`src/rtl/track_controller.sv`:
```
// Sequencing controller for the template-matching tracker: owns the target centre and box.
// Optional macro TRACK_SMOOTH_EN averages the old centre with each accepted match.
module track_controller #(
   parameter int VGA_WIDTH      = 640,
   parameter int VGA_HEIGHT     = 480,
   parameter int HALF_BOX       = 16,
   parameter int MAX_STEP       = 40,
   parameter int MISS_LIMIT     = 4,
   parameter int TIMEOUT_CYCLES = 2000000
) (
   input  logic        clk,
   input  logic        rst,
   input  logic        start_track,
   input  logic        stop_track,
   input  logic [9:0]  init_x,
   input  logic [9:0]  init_y,
   input  logic        template_done,
   input  logic        frame_rdy,
   input  logic        max_ready,
   input  logic [9:0]  max_x,
   input  logic [9:0]  max_y,
   output logic        template_load,
   output logic        tracking_mode,
   output logic [9:0]  c_x,
   output logic [9:0]  c_y,
   output logic [9:0]  left,
   output logic [9:0]  right,
   output logic [9:0]  top,
   output logic [9:0]  bottom,
   output logic [15:0] frame_count,
   output logic        lost,
   output logic        busy
);

   localparam int MW = $clog2(MISS_LIMIT + 1);
   localparam int TW = (TIMEOUT_CYCLES > 2) ? $clog2(TIMEOUT_CYCLES) : 1;
   localparam logic [9:0] RESET_X = 10'(VGA_WIDTH / 2);
   localparam logic [9:0] RESET_Y = 10'(VGA_HEIGHT / 2);

   typedef enum logic [2:0] {IDLE, CAPTURE, ARM, SEARCH, UPDATE} state_t;

   state_t          state_q, state_d;
   logic [9:0]      cx_q, cx_d, cy_q, cy_d;
   logic [9:0]      mx_q, mx_d, my_q, my_d;
   logic [9:0]      left_q, left_d, right_q, right_d, top_q, top_d, bottom_q, bottom_d;
   logic [15:0]     frame_count_q, frame_count_d;
   logic [MW-1:0]   miss_q, miss_d;
   logic [TW-1:0]   timeout_q, timeout_d;
   logic            lost_q, lost_d;
   logic            tmpl_load_q, tmpl_load_d;
   logic            track_q, track_d;
   logic            busy_q, busy_d;
   logic            frame_rdy_q, max_ready_q;
   logic            frameEdge, maxEdge;
   logic [10:0]     dx, dy, sumX, sumY;

   function automatic logic [9:0] clampCoord(input logic [9:0] v, input int lim);
      return (v > 10'(lim - 1)) ? 10'(lim - 1) : v;
   endfunction

   function automatic logic [9:0] boxLow(input logic [9:0] c);
      logic signed [10:0] t;
      t = $signed({1'b0, c}) - $signed(11'(HALF_BOX));
      return (t < 0) ? 10'd0 : t[9:0];
   endfunction

   function automatic logic [9:0] boxHigh(input logic [9:0] c, input int lim);
      logic signed [10:0] t;
      t = $signed({1'b0, c}) + $signed(11'(HALF_BOX));
      return (t > $signed(11'(lim - 1))) ? 10'(lim - 1) : t[9:0];
   endfunction

   assign frameEdge = frame_rdy & ~frame_rdy_q;
   assign maxEdge   = max_ready & ~max_ready_q;

   assign dx   = (mx_q >= cx_q) ? ({1'b0, mx_q} - {1'b0, cx_q}) : ({1'b0, cx_q} - {1'b0, mx_q});
   assign dy   = (my_q >= cy_q) ? ({1'b0, my_q} - {1'b0, cy_q}) : ({1'b0, cy_q} - {1'b0, my_q});
   assign sumX = {1'b0, cx_q} + {1'b0, mx_q};
   assign sumY = {1'b0, cy_q} + {1'b0, my_q};

   // Next-state and next-output logic; stop_track overrides everything and freezes the data path.
   always_comb begin
      state_d       = state_q;
      cx_d          = cx_q;
      cy_d          = cy_q;
      mx_d          = mx_q;
      my_d          = my_q;
      frame_count_d = frame_count_q;
      miss_d        = miss_q;
      timeout_d     = timeout_q;
      lost_d        = lost_q;
      tmpl_load_d   = 1'b0;

      case (state_q)
         IDLE: begin
            if (start_track) begin
               cx_d        = clampCoord(init_x, VGA_WIDTH);
               cy_d        = clampCoord(init_y, VGA_HEIGHT);
               lost_d      = 1'b0;
               miss_d      = '0;
               tmpl_load_d = 1'b1;
               state_d     = CAPTURE;
            end
         end
         CAPTURE: begin
            if (template_done) state_d = ARM;
         end
         ARM: begin
            if (frameEdge) begin
               timeout_d = '0;
               state_d   = SEARCH;
            end
         end
         SEARCH: begin
            if (maxEdge) begin
               mx_d    = clampCoord(max_x, VGA_WIDTH);
               my_d    = clampCoord(max_y, VGA_HEIGHT);
               state_d = UPDATE;
            end else if (timeout_q == TW'(TIMEOUT_CYCLES - 1)) begin
               miss_d = miss_q + 1'b1;
               if (miss_d >= MW'(MISS_LIMIT)) begin
                  lost_d  = 1'b1;
                  state_d = IDLE;
               end else begin
                  state_d = ARM;
               end
            end else begin
               timeout_d = timeout_q + 1'b1;
            end
         end
         UPDATE: begin
            if (dx > 11'(MAX_STEP) || dy > 11'(MAX_STEP)) begin
               miss_d = miss_q + 1'b1;
            end else begin
`ifdef TRACK_SMOOTH_EN
               cx_d = sumX[10:1];
               cy_d = sumY[10:1];
`else
               cx_d = mx_q;
               cy_d = my_q;
`endif
               miss_d        = '0;
               frame_count_d = frame_count_q + 16'd1;
            end
            if (miss_d >= MW'(MISS_LIMIT)) begin
               lost_d  = 1'b1;
               state_d = IDLE;
            end else begin
               state_d = ARM;
            end
         end
         default: state_d = IDLE;
      endcase

      if (stop_track) begin
         state_d       = IDLE;
         cx_d          = cx_q;
         cy_d          = cy_q;
         mx_d          = mx_q;
         my_d          = my_q;
         frame_count_d = frame_count_q;
         miss_d        = miss_q;
         timeout_d     = timeout_q;
         lost_d        = lost_q;
         tmpl_load_d   = 1'b0;
      end

      track_d  = (state_d == ARM) || (state_d == SEARCH) || (state_d == UPDATE);
      busy_d   = (state_d != IDLE);
      left_d   = boxLow(cx_q);
      right_d  = boxHigh(cx_q, VGA_WIDTH);
      top_d    = boxLow(cy_q);
      bottom_d = boxHigh(cy_q, VGA_HEIGHT);
   end

   // State and output registers with synchronous reset.
   always_ff @(posedge clk) begin
      if (rst) begin
         state_q       <= IDLE;
         cx_q          <= RESET_X;
         cy_q          <= RESET_Y;
         mx_q          <= '0;
         my_q          <= '0;
         left_q        <= boxLow(RESET_X);
         right_q       <= boxHigh(RESET_X, VGA_WIDTH);
         top_q         <= boxLow(RESET_Y);
         bottom_q      <= boxHigh(RESET_Y, VGA_HEIGHT);
         frame_count_q <= '0;
         miss_q        <= '0;
         timeout_q     <= '0;
         lost_q        <= 1'b0;
         tmpl_load_q   <= 1'b0;
         track_q       <= 1'b0;
         busy_q        <= 1'b0;
         frame_rdy_q   <= 1'b0;
         max_ready_q   <= 1'b0;
      end else begin
         state_q       <= state_d;
         cx_q          <= cx_d;
         cy_q          <= cy_d;
         mx_q          <= mx_d;
         my_q          <= my_d;
         left_q        <= left_d;
         right_q       <= right_d;
         top_q         <= top_d;
         bottom_q      <= bottom_d;
         frame_count_q <= frame_count_d;
         miss_q        <= miss_d;
         timeout_q     <= timeout_d;
         lost_q        <= lost_d;
         tmpl_load_q   <= tmpl_load_d;
         track_q       <= track_d;
         busy_q        <= busy_d;
         frame_rdy_q   <= frame_rdy;
         max_ready_q   <= max_ready;
      end
   end

   assign template_load = tmpl_load_q;
   assign tracking_mode = track_q;
   assign c_x           = cx_q;
   assign c_y           = cy_q;
   assign left          = left_q;
   assign right         = right_q;
   assign top           = top_q;
   assign bottom        = bottom_q;
   assign frame_count   = frame_count_q;
   assign lost          = lost_q;
   assign busy          = busy_q;

endmodule

```
`config.mk`:
```
export PLATFORM = sky130hd
export DESIGN_NAME = track_controller
export DESIGN_NICKNAME = d
export VERILOG_FILES = /design/src/rtl/track_controller.sv
export SDC_FILE = /design/constraint.sdc
export NUM_CORES = 1
export LEC_CHECK = 0
export ABC_AREA = 1
export BUFFER_PORTS_ARGS = -buffer_cell sky130_fd_sc_hd__buf_2
export CAP_MARGIN = 10
export CORE_ASPECT_RATIO = 1.2
export CORE_MARGIN = 5
export CORE_UTILIZATION = 50
export CTS_CLUSTER_SIZE = 16
export DETAILED_ROUTE_END_ITERATION = 8
export PLACE_DENSITY = 0.71
export SYNTH_ARGS = -nofsm -noshare
export SYNTH_HDL_FRONTEND = slang
export SYNTH_SLANG_ARGS = --single-unit
```
`constraint.sdc`:
```
create_clock -name clk -period 3.9 [get_ports clk]
set_clock_uncertainty 0.2 [all_clocks]
set_input_delay 0.195 -clock clk [delete_from_list [all_inputs] [get_ports clk]]
set_output_delay 0.195 -clock clk [all_outputs]
set_load 0.1 [all_outputs]
```
==> run metrics <==
Syn Inst Count 1,373; Power Density roughly 400 mW/mm^2; Pleak between 5 and 6 nW; first-pass GRT wire length 43,300 um; # diodes 0; CP max stage delay 530 ps; ys async rst share 0%; layout cells sized above 1 14.2%; hold_sp init_x[7]; EDFF count, synth 0; Final ANT Viol Nets 0; CP endpoint kind flip-flop; fmax 277 MHz; Slew Limit Fails 0; Crit Path Max Fanout 14; grt ovf 0; placed inst area 0.00964 sq mm; Post-synth top cells nand2_1, inv_1, dfxtp_1, nor2_1, nand3_1; Worst path most repeated cell nand3_1; initial antenna violation count 0; Synth Cell Area 0.00883 sq mm; TritonRoute pass-1 iters 5; hpwl dp 20,800 um; clk buf depth 2; worst path required time 4040 ps; Ports 127; H-Tree Depth 4; clk slew on worst S/H paths ~50 ps; largest net degree at the start of global routing 68; Rows 53; count of final hold-check violations 0; die width 131 um; Worst setup SP type flip-flop; GRT Total Usage 25.7%; vias per inst 5.30; vias 9,326; max-cap viol count 0; Slew @ Worst Pin 1150 ps; Reg2Reg Launch Point c_y[7]; CTS Buf Count 17; Post-synth top flop dfxtp_1; worst path buffer plus inverter count 2; syn_area_per_cell approximately 6.4 sq um; Rel. slew slack 23.4%; kind of critical path reg2reg; DRC 0; area fraction of the dominant cell type after synthesis 29.2%; die height 156 um; RSZ-0062 raised after global routing no; Setup TNS Final 0 ps; fin crit share about 93%; Cell variety after synth 49; post-layout net count around 1,600; PortBufs 126; area grow syn2layout 19.2%; Crit path max-delay family simple AND/OR/NAND/NOR gates; run status completed; Placer Congestion 0.935; min cycle time layout roughly 3600 ps; Synth area leaders dfxtp_1, nand2_1, inv_1; Core Footprint 0.0174 sq mm; CP cell instances inv_1 > ha_1 > nand2_1 > nor2_1 > nand3_1 > nand3_1 > nand2_1 > nand3_1 > nand3_1 > nor2_2 > nand2_4 > a21oi_4 > buf_12 > nand2_1 > a21oi_1; WHS 23.6 ps; WP data arrival 3750 ps; # setup viols final 0; CP max-delay cell dfxtp_1; total setup buffers inserted after CTS 0; vias in the first global route 8,837; hold path depth 5; syn nets 1,473; FF-to-FF End c_x[9]; sequential-to-total area share from yosys stat 29.2%; Hold EP c_x[7]; clock sinks 129; Starting Density roughly half; DR iter-0 viols roughly 620; CTS tree yes; r2r setup slk 290 ps; R2R cell count 15; post-synthesis register bit count 129; Hold Path Class in2reg; Max IR drop VDD 0.323 mV; Total Routed Length 26,900 um; cell accounting for the most synthesized area dfxtp_1; worst skew pair latency roughly 420 ps; Root Driver clkbuf_16; fin area between 0.01 and 0.015 sq mm; DIE AREA a little over 0.02 sq mm; routed length per instance 15.3 um; synth warn 0; most common cell in the netlist nand2_1
kinds of logic after synthesis:
| group | Yosys count | synth area share (%) |
|---|---|---|
| AOI/OAI and AO/OA | 175 | 12.1 |
| xor gates and xnor gates | 27 | 2.68 |
| adders and majority gates | 53 | 7.85 |
| buffers and inverters | 249 | 11.3 |
| DFF | 129 | 29.2 |
| and+or+nand+nor | 740 | 36.8 |
cell usage in the layout (no fill, tap or decap), types with 5 or more instances in the layout:
cell type      Yosys  final
xnor2_1            6      6
o21ai_2            9      9
o211ai_1           7      7
xor2_1            21     21
buf_4              3      8
nor3_1            48     48
ha_1              49     48
nand3_2            6      6
nor2_2             7      5
nand2_1          384    384
dlygate4sd3_1      0     32
o21ai_0           33     33
nand2_2            9      9
inv_1            212    212
a21oi_1           78     78
nand3_1          106    106
nand4_1           26     26
nor3b_1            5      5
a211oi_1          22     22
nor4_1             5      5
dfxtp_1          129    129
nor2_1           128    128
buf_2              4    126
clkinv_2           0      5
clkbuf_16          0     17
nand2_4            5      5
worst min-delay path: stages:
cell	delay, ps
buf_2	120
nand2_1	60
o21ai_0	60
o21ai_0	100
nor2_1	80
routing by layer:
layer	GRT usage, %	wire [um]	vias to the layer above
met5	0	0	-
met4	11.8	1090	0
met3	4.45	1370	76
met2	44.0	12900	330
met1	31.7	11500	4198
li1	-	-	4722
stage by stage:
step | utilization [%] | cells | setup WS [ps] | power, W
2_1_floorplan | - | 1373 | 286 | 0.00233
3_3_place_gp | 55.3 | 1695 | 392 | 0.00258
3_5_place_dp | 55.3 | 1695 | 328 | 0.00258
4_1_cts | 60.3 | 1759 | 306 | 0.00413
5_1_grt | 60.4 | 1759 | 10.7 | 0.00431
6_report | 60.4 | 1759 | 286 | 0.00412
where the power goes:
group          switching [W]  internal, W
Combinational       0.000886     0.000288
Clock               0.000619     0.000912
Sequential         0.0000389      0.00137
Total                0.00154      0.00257
flip-flops by register name, indices dropped and copies added (netlist names):
register,cells
bottom,10
busy,1
c_x,10
c_y,10
frame_count,16
frame_rdy_q,1
left,10
lost,1
max_ready_q,1
miss_q,3
mx_q,10
my_q,10
right,10
state_q,3
template_load,1
timeout_q,21
top,10
tracking_mode,1
worst max-delay path by stage:
stage          cells past startpoint  slack, ps  startpoint      to
3_3_place_gp                      18        390      c_y[8]  c_x[4]
6_report                          15        290      c_y[7]  c_x[9]
2_1_floorplan                     18        290      c_x[4]  c_y[8]
3_5_place_dp                      18        330      c_y[8]  c_x[9]
5_1_grt                           15         10      c_y[7]  c_x[9]
4_1_cts                           18        310      c_y[8]  c_x[9]
timing repair:
action / CTS / global route
setup endpoints to repair: 0 / 2
endpoints found under the hold margin: 35 / 0
resized for setup: 0 / 2
hold buffers: 32 / 0
area by class of cell:
cell class	count	area, sq um
Fill cell	1666	6910
Multi-Input combinational cell	995	5260
Sequential cell	129	2580
Timing Repair Buffer	167	1030
Inverter	216	813
Clock buffer	20	457
Tap cell	220	275
Clock inverter	12	108
Power figures use the tool's default switching activity.
